File: src/rtl/ramen_order_arbiter.sv
// ramen_order_arbiter: round-robin share of one ramen kitchen between N counters, with end-of-day close
module ramen_order_arbiter #(
  parameter int N = 4,
  parameter int TIMEOUT = 16
) (
  input  logic           clk,
  input  logic           rst,
  input  logic [N-1:0]   req,
  input  logic [2*N-1:0] req_type,
  input  logic [N-1:0]   req_portion,
  output logic [N-1:0]   ack,
  output logic [N-1:0]   done,
  output logic           done_success,
  input  logic           close_req,
  output logic           close_done,
  output logic           busy,
  output logic           err_timeout,
  output logic           k_in_valid,
  output logic           k_selling,
  output logic [1:0]     k_ramen_type,
  output logic           k_portion,
  input  logic           k_out_valid_order,
  input  logic           k_success,
  input  logic           k_out_valid_tot
);
  localparam int IW = $clog2(N);
  localparam int TW = $clog2(TIMEOUT + 1);
  typedef enum logic [2:0] {IDLE, SEND_TYPE, SEND_PORTION, WAIT_RESULT, CLOSE, WAIT_TOT} state_t;
  state_t state_q, state_d;
  logic [IW-1:0] ptr_q, ptr_d, idx_q, idx_d, pick, cand;
  logic [1:0] type_q, type_d;
  logic portion_q, portion_d, close_q, close_d, hit;
  logic [TW-1:0] timer_q, timer_d;
  logic [N-1:0] done_q, done_d, ack_c, elig;
  logic done_success_q, done_success_d, close_done_q, close_done_d, err_q, err_d;
  // A counter whose done is pulsing this cycle is skipped so ack and done never coincide
  assign elig = req & ~done_q;
  // Round-robin search: descending loop so the candidate closest to the pointer wins
  always_comb begin
    pick = '0;
    cand = '0;
    hit = 1'b0;
    for (int k = N - 1; k >= 0; k--) begin
      cand = IW'((int'(ptr_q) + k) % N);
      if (elig[cand]) begin
        pick = cand;
        hit = 1'b1;
      end
    end
  end
  // Next-state logic and kitchen-side outputs
  always_comb begin
    state_d = state_q;
    ptr_d = ptr_q;
    idx_d = idx_q;
    type_d = type_q;
    portion_d = portion_q;
    close_d = close_q | close_req;
    timer_d = timer_q;
    done_d = '0;
    done_success_d = 1'b0;
    close_done_d = 1'b0;
    err_d = err_q;
    ack_c = '0;
    k_in_valid = 1'b0;
    k_selling = 1'b1;
    k_ramen_type = 2'd0;
    k_portion = 1'b0;
    case (state_q)
      IDLE: begin
        if (close_q) state_d = CLOSE;
        else if (hit) begin
          ack_c[pick] = 1'b1;
          idx_d = pick;
          type_d = req_type[2*int'(pick) +: 2];
          portion_d = req_portion[pick];
          ptr_d = IW'((int'(pick) + 1) % N);
          state_d = SEND_TYPE;
        end
      end
      SEND_TYPE: begin
        k_in_valid = 1'b1;
        k_ramen_type = type_q;
        state_d = SEND_PORTION;
      end
      SEND_PORTION: begin
        k_in_valid = 1'b1;
        k_portion = portion_q;
        timer_d = '0;
        state_d = WAIT_RESULT;
      end
      WAIT_RESULT: begin
        if (k_out_valid_order || timer_q == TW'(TIMEOUT - 1)) begin
          done_d[idx_q] = 1'b1;
          done_success_d = k_out_valid_order & k_success;
          err_d = err_q | ~k_out_valid_order;
          state_d = IDLE;
        end else timer_d = timer_q + 1'b1;
      end
      CLOSE: begin
        k_selling = 1'b0;
        timer_d = '0;
        state_d = WAIT_TOT;
      end
      WAIT_TOT: begin
        if (k_out_valid_tot || timer_q == TW'(TIMEOUT - 1)) begin
          close_done_d = 1'b1;
          close_d = 1'b0;
          err_d = err_q | ~k_out_valid_tot;
          state_d = IDLE;
        end else timer_d = timer_q + 1'b1;
      end
      default: state_d = IDLE;
    endcase
  end
  // State and result registers
  always_ff @(posedge clk or posedge rst) begin
    if (rst) begin
      state_q <= IDLE;
      ptr_q <= '0;
      idx_q <= '0;
      type_q <= 2'd0;
      portion_q <= 1'b0;
      close_q <= 1'b0;
      timer_q <= '0;
      done_q <= '0;
      done_success_q <= 1'b0;
      close_done_q <= 1'b0;
      err_q <= 1'b0;
    end else begin
      state_q <= state_d;
      ptr_q <= ptr_d;
      idx_q <= idx_d;
      type_q <= type_d;
      portion_q <= portion_d;
      close_q <= close_d;
      timer_q <= timer_d;
      done_q <= done_d;
      done_success_q <= done_success_d;
      close_done_q <= close_done_d;
      err_q <= err_d;
    end
  end
  assign ack = rst ? '0 : ack_c;
  assign done = done_q;
  assign done_success = done_success_q;
  assign close_done = close_done_q;
  assign err_timeout = err_q;
  assign busy = state_q != IDLE;
endmodule

File: config.mk
export PLATFORM = sky130hd
export DESIGN_NAME = ramen_order_arbiter
export DESIGN_NICKNAME = d
export VERILOG_FILES = /design/src/rtl/ramen_order_arbiter.sv
export SDC_FILE = /design/constraint.sdc
export NUM_CORES = 1
export LEC_CHECK = 0
export BUFFER_PORTS_ARGS = -buffer_cell sky130_fd_sc_hd__buf_2
export CORE_MARGIN = 3
export CORE_UTILIZATION = 45
export DETAILED_ROUTE_END_ITERATION = 12
export GPL_TIMING_DRIVEN = 0
export PLACE_DENSITY_LB_ADDON = 0.12
export SLEW_MARGIN = 15
export SYNTH_ARGS = -nofsm -noshare
export SYNTH_HDL_FRONTEND = slang
export SYNTH_SLANG_ARGS = --single-unit
File: constraint.sdc
create_clock -name clk -period 2.4 [get_ports clk]
set_clock_uncertainty 0.15 [all_clocks]
set_input_delay 0.6 -clock clk [delete_from_list [all_inputs] [get_ports clk]]
set_output_delay 0.6 -clock clk [all_outputs]
set_load 0.01 [all_outputs]
## After elaboration in Yosys (flattened, before gate mapping)

Cells that the tools add are included.
W data, S select, Z words.

- Bits in registers: 23
- Input bits: 22
- Output and inout port bits: 17
- Logic and storage cells: 108

- $add $sub $neg: 5
- Magnitude comparators: 8
- Equality and inequality tests: 11
- Shift operators: 1
- Muxes and demuxes: 49
- Bitwise gates (word level): 9
- Reductions and logical operators: 14

Operators by type and width:

| kind | number |
|---|---|
| $mux W4 | 6 |
| $mux W1 | 22 |
| $lt A2 B3 Y1 const B | 6 |
| $pmux W3 S6 | 1 |
| $pmux W5 S3 | 1 |
| $mux W3 | 4 |
| $reduce_and A3 Y1 | 4 |
| $bmux W1 S2 | 5 |
| $mux W2 | 5 |
| $mux W5 | 2 |
| $ne A2 B2 Y1 const B | 4 |
| $shiftx A8 B4 Y2 | 1 |
| $eq A3 B2 Y1 const B | 2 |
| $eq A3 B3 Y1 const B | 2 |
| $reduce_bool A3 Y1 | 2 |
| $add A5 B1 Y5 const B | 1 |
| $eq A5 B4 Y1 const B | 1 |
| $add A2 B1 Y2 const B | 2 |
| $add A2 B2 Y2 const B | 2 |
| $and A4 B4 Y4 | 1 |
| $demux W1 S2 | 2 |
| $ge A2 B1 Y1 const B | 2 |
| $not A4 Y4 | 1 |
| $reduce_or A2 Y1 | 2 |
| other kinds (10) | 16 |

## Longest topological paths before layout

Gate-level depths: netlist (run 1).

- Word-level depth: 16
- Gate-level depth with buffers: 9
- Mapped depth without buffers: 8

## Worst setup path before layout (run 1)

Ideal clock, no wire load.

- Path kind: input to output
- Start point: in req[1]
- End point: out ack[3]
- Arrival time: 1.876 ns
- Data required time: 1.650 ns
- Setup slack: -0.226 ns
- Stages on the path: 6
- Buffers on the path: 1
- Cell sequence: nor2b_1 nor2_1 a311o_1 or2_2 clkbuf_1 nor3_1

- Cells in the longest elaborated chain, start to end: 15
- Elaborated cells on any way between the ends: 26
- Those cells by class: order compare (2); mux (22); bitwise (1); reduce/logical (1)

RTL lines:

| item | line | source |
|---|---|---|
| from (decl) | 8 | `input logic [N-1:0] req,` |
| $and A4 B4 Y4 * | 37 | `assign elig = req & ~done_q;` |
| $bmux W1 S2 | 45 | `if (elig[cand]) begin` |
| $mux W1 (implied by the code) | 45 |  |
| $mux W2 (4 in a row) | 45 |  |
| $lt A2 B3 Y1 (implied by the code) / $ge A2 B1 Y1 (equally long branches) | 73 | `ack_c[pick] = 1'b1;` |
| $logic_and A1 B1 Y1 (implied by the code) | 73 |  |
| $mux W1 (implied by the code) | 73 |  |
| $demux W1 S2 | 73 |  |
| $mux W4 * | 72 | `else if (hit) begin` |
| $mux W4 * | 71 | `if (close_q) state_d = CLOSE;` |
| $mux W4 * | 69 | `case (state_q)` |
| $mux W4 * | 144 | `assign ack = rst ? '0 : ack_c;` |
| to (decl) | 11 | `output logic [N-1:0] ack,` |

Mark *: on every way between the ends. The rest lies on a longest branch, timed or not. The select of a mux whose other input is x is not followed.

## Worst setup path after layout (run 1)

- Start point: reg state_q[0]
- End point: out ack[3]

- Cells in the longest elaborated chain, start to end: 3

RTL lines:

| item | line | source |
|---|---|---|
| from (decl) | 29 | `state_t state_q, state_d;` |
| from (signal assigned) | 131 | `state_q <= state_d;` |
| $logic_not A3 Y1 | 69 |  |
| $mux W4 | 69 |  |
| $mux W4 | 144 |  |

No other way between the ends.

==> results list, run 1 <==
- The checks that failed: negative setup slack.
- In this run the vertical extent of the chip is between 50 and 60 um.
* Count of port buffers added during placement: 38
- The tightest min-delay check is of the in -> async type.
- Across all setup checks in the final design, the least slack found is -0.260 ns.
- Data arrives at the worst endpoint at 1.91 ns.
* Placed Cells: 199
- TritonCTS built the clock tree.
- The initial utilization of the core area, before any placement, comes to 0.485.
* Maximum fanout encountered on the critical timing path: 5
- Total of flip-flops plus latches after synthesis: 23
- Root buffer selected by CTS: clkbuf_4
- When the netlist entered floorplanning its net count stood at roughly 160.
- The worst setup path is launched from a register.
* Critical Setup Path Class: reg -> out
- Warning count from the yosys run: 0
- Final hold viol count: 0
- After detailed routing, the average wire length per cell comes to roughly 14 um.
- Number of hold-repair buffers added at the cts stage: 0
* Post-synth cell types: 37
- The number of antenna violations at the first check in global routing is 0.
* Max-cap check violation count: 0
- Clock slew seen by the registers of the worst setup and hold paths: 0.12 ns
- The number of global-route vias before repair came to about 1,100.
- Synthesized area: between 1000 and 1500 um^2
* Iteration-0 DRC count of the detailed router: 24
- Excluding fillers, the count of instances in the completed layout stands at between 200 and 250.
* Relative slew slack: 0.631
- In the global route stage, overall resource usage came out at 0.193.
- Count of endpoints failing setup in the final report: 4
- Endpoint type of the worst setup path: output port
* Residual DRC count: 0
- The cell count after synthesis came out at about 130.
* Maximum vdd drop: about 0.0008 V
- For the worst-skew pair, the clock arrives at the later sink with an insertion delay of about 0.30 ns.
- Worst-case reg-to-reg path depth: 9
* CTS Buf Count: 3
* Wirelength, routed: approximately 3100 um
- Pre-CTS setup slack: -0.350 ns
- The flow ran to the end, but the final reports show violations.
* Transition time at the pin with the least slew margin: ~0.55 ns
- The startpoint identified for the worst register-to-register timing path is timer_q[0]$_DFFE_PP0P_.
* FF-to-FF setup slack: approximately 0.04 ns
- Global-route wire length before repair: around 5000 um
* RSZ-0062 raised after global routing: true
- During I/O placement, the number of pins put on the boundary was 39.
* Largest net degree at the start of global routing: 25
- Data required time of the worst path: around 1.7 ns
* Sum of overflow across all layers after global routing: 0
* Most frequent standard cell in the layout excluding fill and tap cells: buf_2
- After layout, the minimum clock period comes to around 2.7 ns.
- In this run the critical register-to-register path is captured at timer_q[3]$_DFFE_PP0P_.
- The top cell types in the final layout, fill and taps aside, are buf_2 (38), buf_4 (26), dfrtp_1 (22).
* Maximum number of buffers from clock root to sink: 2
- Using the TritonRoute via totals, the vias-per-cell ratio works out to between 5 and 6.
* Number of nets in the layout: about 220
* Number of nets with antenna violations after routing: 0
- After filler insertion, the fill cell instance count of the layout stands at roughly 210.
- The detailed router placed around 1,200 vias in this run.
- For this design the ratio of total power to cell area is ~1100 nW/um^2.
- Compared with the post-synthesis result, the final layout area differs by 50.1%.
- The average instance in the mapped netlist occupies 9.42 um^2.
- Hold is met by ~0.22 ns.
- Detailed placement finished with a half-perimeter wire length of 2080 um.
* Die extent in x: slightly below 60 um
- Core area: roughly 2500 um^2
- Share of synthesized area occupied by flip-flops and latches: 0.467
* Maximum level of the CTS H-tree: 1
- Number of pins with negative max-slew slack in the final report: 0
- Routability-driven placement finished with a final weighted congestion of 0.813.
* Floorplan die area: 3410 um^2
- The number of antenna diodes in the final layout is 0.
- The floorplan has 18 rows.
* Count of TritonRoute iterations in the first routing pass: 4
* # clock sinks: 23
- Peak Freq: around 380 MHz
- Fraction of the cycle the final worst path needs: 1.11
* Leakage power of the design: 0.000929 uW
- Of the cells placed in the final design, the portion with a size suffix greater than 1 is 0.518.
==> worst max path at each step <==
stage,from,end,slack (ns),cells after the start
floorplan,req[1],ack[3],-0.07,6
global placement,req[1],ack[3],-0.31,8
detailed placement,req[1],ack[3],-0.35,8
CTS,state_q[1]$_DFFE_PP0P_,ack[3],-0.25,7
global route,state_q[0]$_DFFE_PP0P_,ack[3],-0.36,6
finish,state_q[0]$_DFFE_PP0P_,ack[3],-0.26,6
==> layout make-up <==
cell class	instances	area [um^2]	share of cell area
inverters	5	27.5	0.0149
well taps	30	37.5	0.0203
clock buffers	4	26.3	0.0142
repair buffers	65	397	0.214
plain buffers	3	26.3	0.0142
flip-flops and latches	23	577	0.311
multi-input cells	97	761	0.411
==> cells in the mapped netlist <==
cell type  instances  area, um^2
and3b_1            1        8.76
nor4_2             1        12.5
buf_6              2        22.5
xnor2_1            3        26.3
a21o_1             1        7.51
and3_1             2        12.5
o22ai_1            1        6.26
buf_2              1        5.00
a311o_1            1        10.0
mux2i_1            6        60.1
nor4_1             1        6.26
or4b_1             1        10.0
o221ai_1           3        26.3
nor3_1             4        20.0
o21bai_1           1        7.51
ha_1               2        25.0
o221a_2            2        22.5
and4_1             1        8.76
o211ai_1           1        7.51
buf_4              1        7.51
nand3_1            3        15.0
dfrtp_1           23         576
o31ai_1            1        7.51
o21ai_0            8        40.0
nand2b_1           5        31.3
nor2_2             1        6.26
clkbuf_1           2        7.51
nor2_1            16        60.1
nor3b_1            4        30.0
mux2_2             1        11.3
a2bb2oi_1          1        8.76
inv_1              5        18.8
nor2b_1            2        12.5
nand2_1           18        67.6
or2_2              1        6.26
or3_1              2        12.5
a21oi_1            2        10.0
==> timing repair <==
item	CTS	global route
pin swaps	16	10
resized for setup	21	11
endpoints found under the setup margin	6	10
buffers inserted	22	5
==> kinds of logic after synthesis <==
family	Yosys count	share of synthesized area
multiplexers	7	0.0578
AO/OA/AOI/OAI	22	0.125
adder cells (fa/ha/maj)	2	0.0203
XOR/XNOR	3	0.0213
AND/OR/NAND/NOR	63	0.260
buffers and inverters	11	0.0497
flip-flops	23	0.467
==> flip-flops by register name (all words and copies together), names as in the netlist, 2 cells and up <==
register,cells
done,4
state_q,3
ptr_q,2
timer_q,5
idx_q,2
type_q,2
==> where the power goes <==
group	total, uW	switching, uW	leakage (uW)	internal (uW)
registers	645	120	0.000292	525
clock network	176	111	0.0000150	64.8
logic	1140	560	0.000621	584
total	1960	791	0.000929	1170
==> critical path: stages (launching register included) <==
cell and delay [ns]:
dfrtp_2 0.47, nor2_4 0.13, nand2_2 0.06, a311o_1 0.37, or2_4 0.30, nor3_4 0.14
buf_2 0.14
==> stage by stage <==
| stage | setup TNS (ns) | cell area (um^2) | utilization | total power [uW] |
|---|---|---|---|---|
| floorplan | -0.0753 | 1290 | - | 1260 |
| global placement | -1.26 | 1520 | 0.597 | 1440 |
| detailed placement | -1.41 | 1520 | 0.597 | 1470 |
| CTS | -0.652 | 1790 | 0.705 | 1890 |
| global route | -1.18 | 1850 | 0.728 | 2140 |
| finish | -0.570 | 1850 | 0.728 | 1960 |
==> per-layer routing <==
layer  part of all wire  GRT usage  up-vias
met5                  0          0        -
met3              0.044     0.0263        4
met1               0.44      0.265      565
met4              0.011     0.0497        0
met2               0.50      0.321       30
li1                   -          -      591
Note: power is estimated with default switching activity, not from simulation.
==> inputs of run 2 (changes only) <==
- MAX_ROUTING_LAYER: not set -> met4
==> results list, run 2 (synthesis gave the netlist of run 1 again) <==
- Summed over all nets, the half-perimeter wirelength after detailed placement is approximately 2100 um.
- Final hold viol count: 0
* Largest register by flop count: timer_q
- Number of nets with antenna violations after routing: 0
- Residual DRC count: 0
- For the pin with the worst max-slew slack, the measured transition is about 0.55 ns.
- The critical path is of the reg -> out type.
- The repair_antennas step left the layout with diodes totalling 0.
- Maximum level of the CTS H-tree: 1
- The register with the most flip-flops in the layout has 5 of them.
- Counting the fill cells in the layout gives around 210.
* Count of standard-cell rows: 18
- For this configuration, the core starts out at a cell density of 0.485.
* Clock period minus final worst setup slack: about 2.7 ns
- Peak Freq: about 380 MHz
- Failing checks: negative setup slack
- The number of clock buffers added by TritonCTS is 3.
- Count of port buffers added during placement: 38
- Detailed routing inserted a total of 1,184 vias.
- The flow ran to the end, but the final reports show violations.
* Insertion delay to the later sink of the worst-skew pair: about 0.3 ns
- Compared with the post-synthesis result, the final layout area differs by 50.1%.
* # clock sinks: 23
* Number of hold-repair buffers added at the cts stage: 0
* Maximum number of buffers from clock root to sink: 2
- The first detailed-routing pass ran for 4 iterations.
- Via density per instance: roughly 5.2
- The number of global-route vias before repair came to between 1,000 and 1,500.
- Most frequent standard cell in the layout excluding fill and tap cells: buf_2
* Largest net degree at the start of global routing: 25
- Data arrival, critical path: between 1.5 and 2 ns
* Die height: 58.4 um
* Fraction of the cycle the final worst path needs: 1.11
* Type of origin of the critical path: register
* Iteration-0 DRC count of the detailed router: 26
* Count of endpoints failing setup in the final report: 4
- The floorplan step defined a die boundary enclosing roughly 3400 um^2.
- Post-detailed-route wirelength per cell: 13.8 um
- Worst Setup Slack, final: -0.259 ns
* Endpoint type of the worst setup path: output port
* Pre-CTS setup slack: -0.350 ns
- Number of nets in the layout: roughly 220
* RSZ-0062 raised after global routing: true
* Number of placed I/O pins: 39
- The die is around 58 um wide.
- In the final layout, the share of cells above drive strength 1 is 0.518.
* Relative slew slack: 0.632
* Maximum vdd drop: just over 0.0008 V
- Sum of overflow across all layers after global routing: 0
- Summed over all cells, the static leakage comes to 0.000929 uW.
- Most frequent cells in the layout: buf_2 (38), buf_4 (26), dfrtp_1 (22)
- Routability-driven placement finished with a final weighted congestion of just over 0.8.
- STA puts the critical path data required time at about 1.7 ns.
- Clock-pin slew was measured on the worst setup and hold paths at between 0.1 and 0.15 ns.
- The tool flagged a number of max-cap violations equal to 0.
- The root buffer cell chosen for the clock tree is clkbuf_4.
- The number of antenna violations at the first check in global routing is 0.
- Final hold slack: ~0.22 ns
- Wirelength, routed: 3140 um
* Core area: between 2000 and 3000 um^2
- The path class of the tightest hold or removal check is in -> async.
- Cell area power density: about 1100 nW/um^2
* CTS tree: yes
- Number of pins with negative max-slew slack in the final report: 0
- Global-route wire length before repair: approximately 5100 um
- Across every metal layer, demand over resource in global routing totals 0.198.
- Along the worst path, the maximum fanout reaches 5.
-- run 2: power by group --
group | internal [uW] | switching, uW | leakage [uW] | total, uW
sequential | 525 | 120 | 0.000292 | 645
clock | 64.8 | 111 | 0.0000150 | 176
combinational | 584 | 559 | 0.000621 | 1140
-- run 2: final timing paths --
kind | startpoint | to | slack (ns) | cells after the start
max | state_q[0]$_DFFE_PP0P_ | ack[3] | -0.26 | 6
min | rst | timer_q[1]$_DFFE_PP0P_ | 0.22 | 2
max reg2reg | timer_q[0]$_DFFE_PP0P_ | timer_q[3]$_DFFE_PP0P_ | 0.04 | 9
min reg2reg | timer_q[4]$_DFFE_PP0P_ | timer_q[4]$_DFFE_PP0P_ | 0.35 | 2
max in group asynchronous | rst | state_q[0]$_DFFE_PP0P_ | 1.54 | 2
min in group clk | timer_q[4]$_DFFE_PP0P_ | timer_q[4]$_DFFE_PP0P_ | 0.35 | 2
-- run 2: repair_timing --
action | 4_1_cts | 5_1_grt
pin swaps | 16 | 10
setup endpoints to repair | 6 | 10
buffers inserted | 22 | 5
gates resized for setup | 21 | 11
-- run 2: cell type report --
type	count	area, um^2	share of cell area
multi-input cells	97	761	0.411
flip-flops and latches	23	577	0.311
repair buffers	65	397	0.214
well taps	30	37.5	0.0203
inverters	5	27.5	0.0149
clock buffers	4	26.3	0.0142
plain buffers	3	26.3	0.0142
-- run 2: per-layer routing --
layer | vias up | global-route usage | share of wire
met1 | 558 | 0.265 | 0.44
met5 | - | - | 0
li1 | 590 | - | -
met3 | 4 | 0.0263 | 0.048
met2 | 32 | 0.321 | 0.50
met4 | 0 | 0.0497 | 0.011
-- run 2: stage by stage --
step / instances / cell area (um^2) / utilization / power, uW / setup TNS [ns]
3_5_place_dp: 199 / 1520 / 0.597 / 1470 / -1.41
2_1_floorplan: 131 / 1290 / - / 1260 / -0.0753
6_report: 227 / 1850 / 0.728 / 1960 / -0.569
5_1_grt: 227 / 1850 / 0.728 / 2140 / -1.19
4_1_cts: 224 / 1790 / 0.705 / 1890 / -0.652
3_3_place_gp: 199 / 1520 / 0.597 / 1440 / -1.26
-- run 2: critical path, stage by stage, from the launching register on --
cell     delay (ns)
dfrtp_2        0.47
nor2_4         0.13
nand2_2        0.06
a311o_1        0.37
or2_4          0.30
nor3_4         0.14
buf_2          0.14
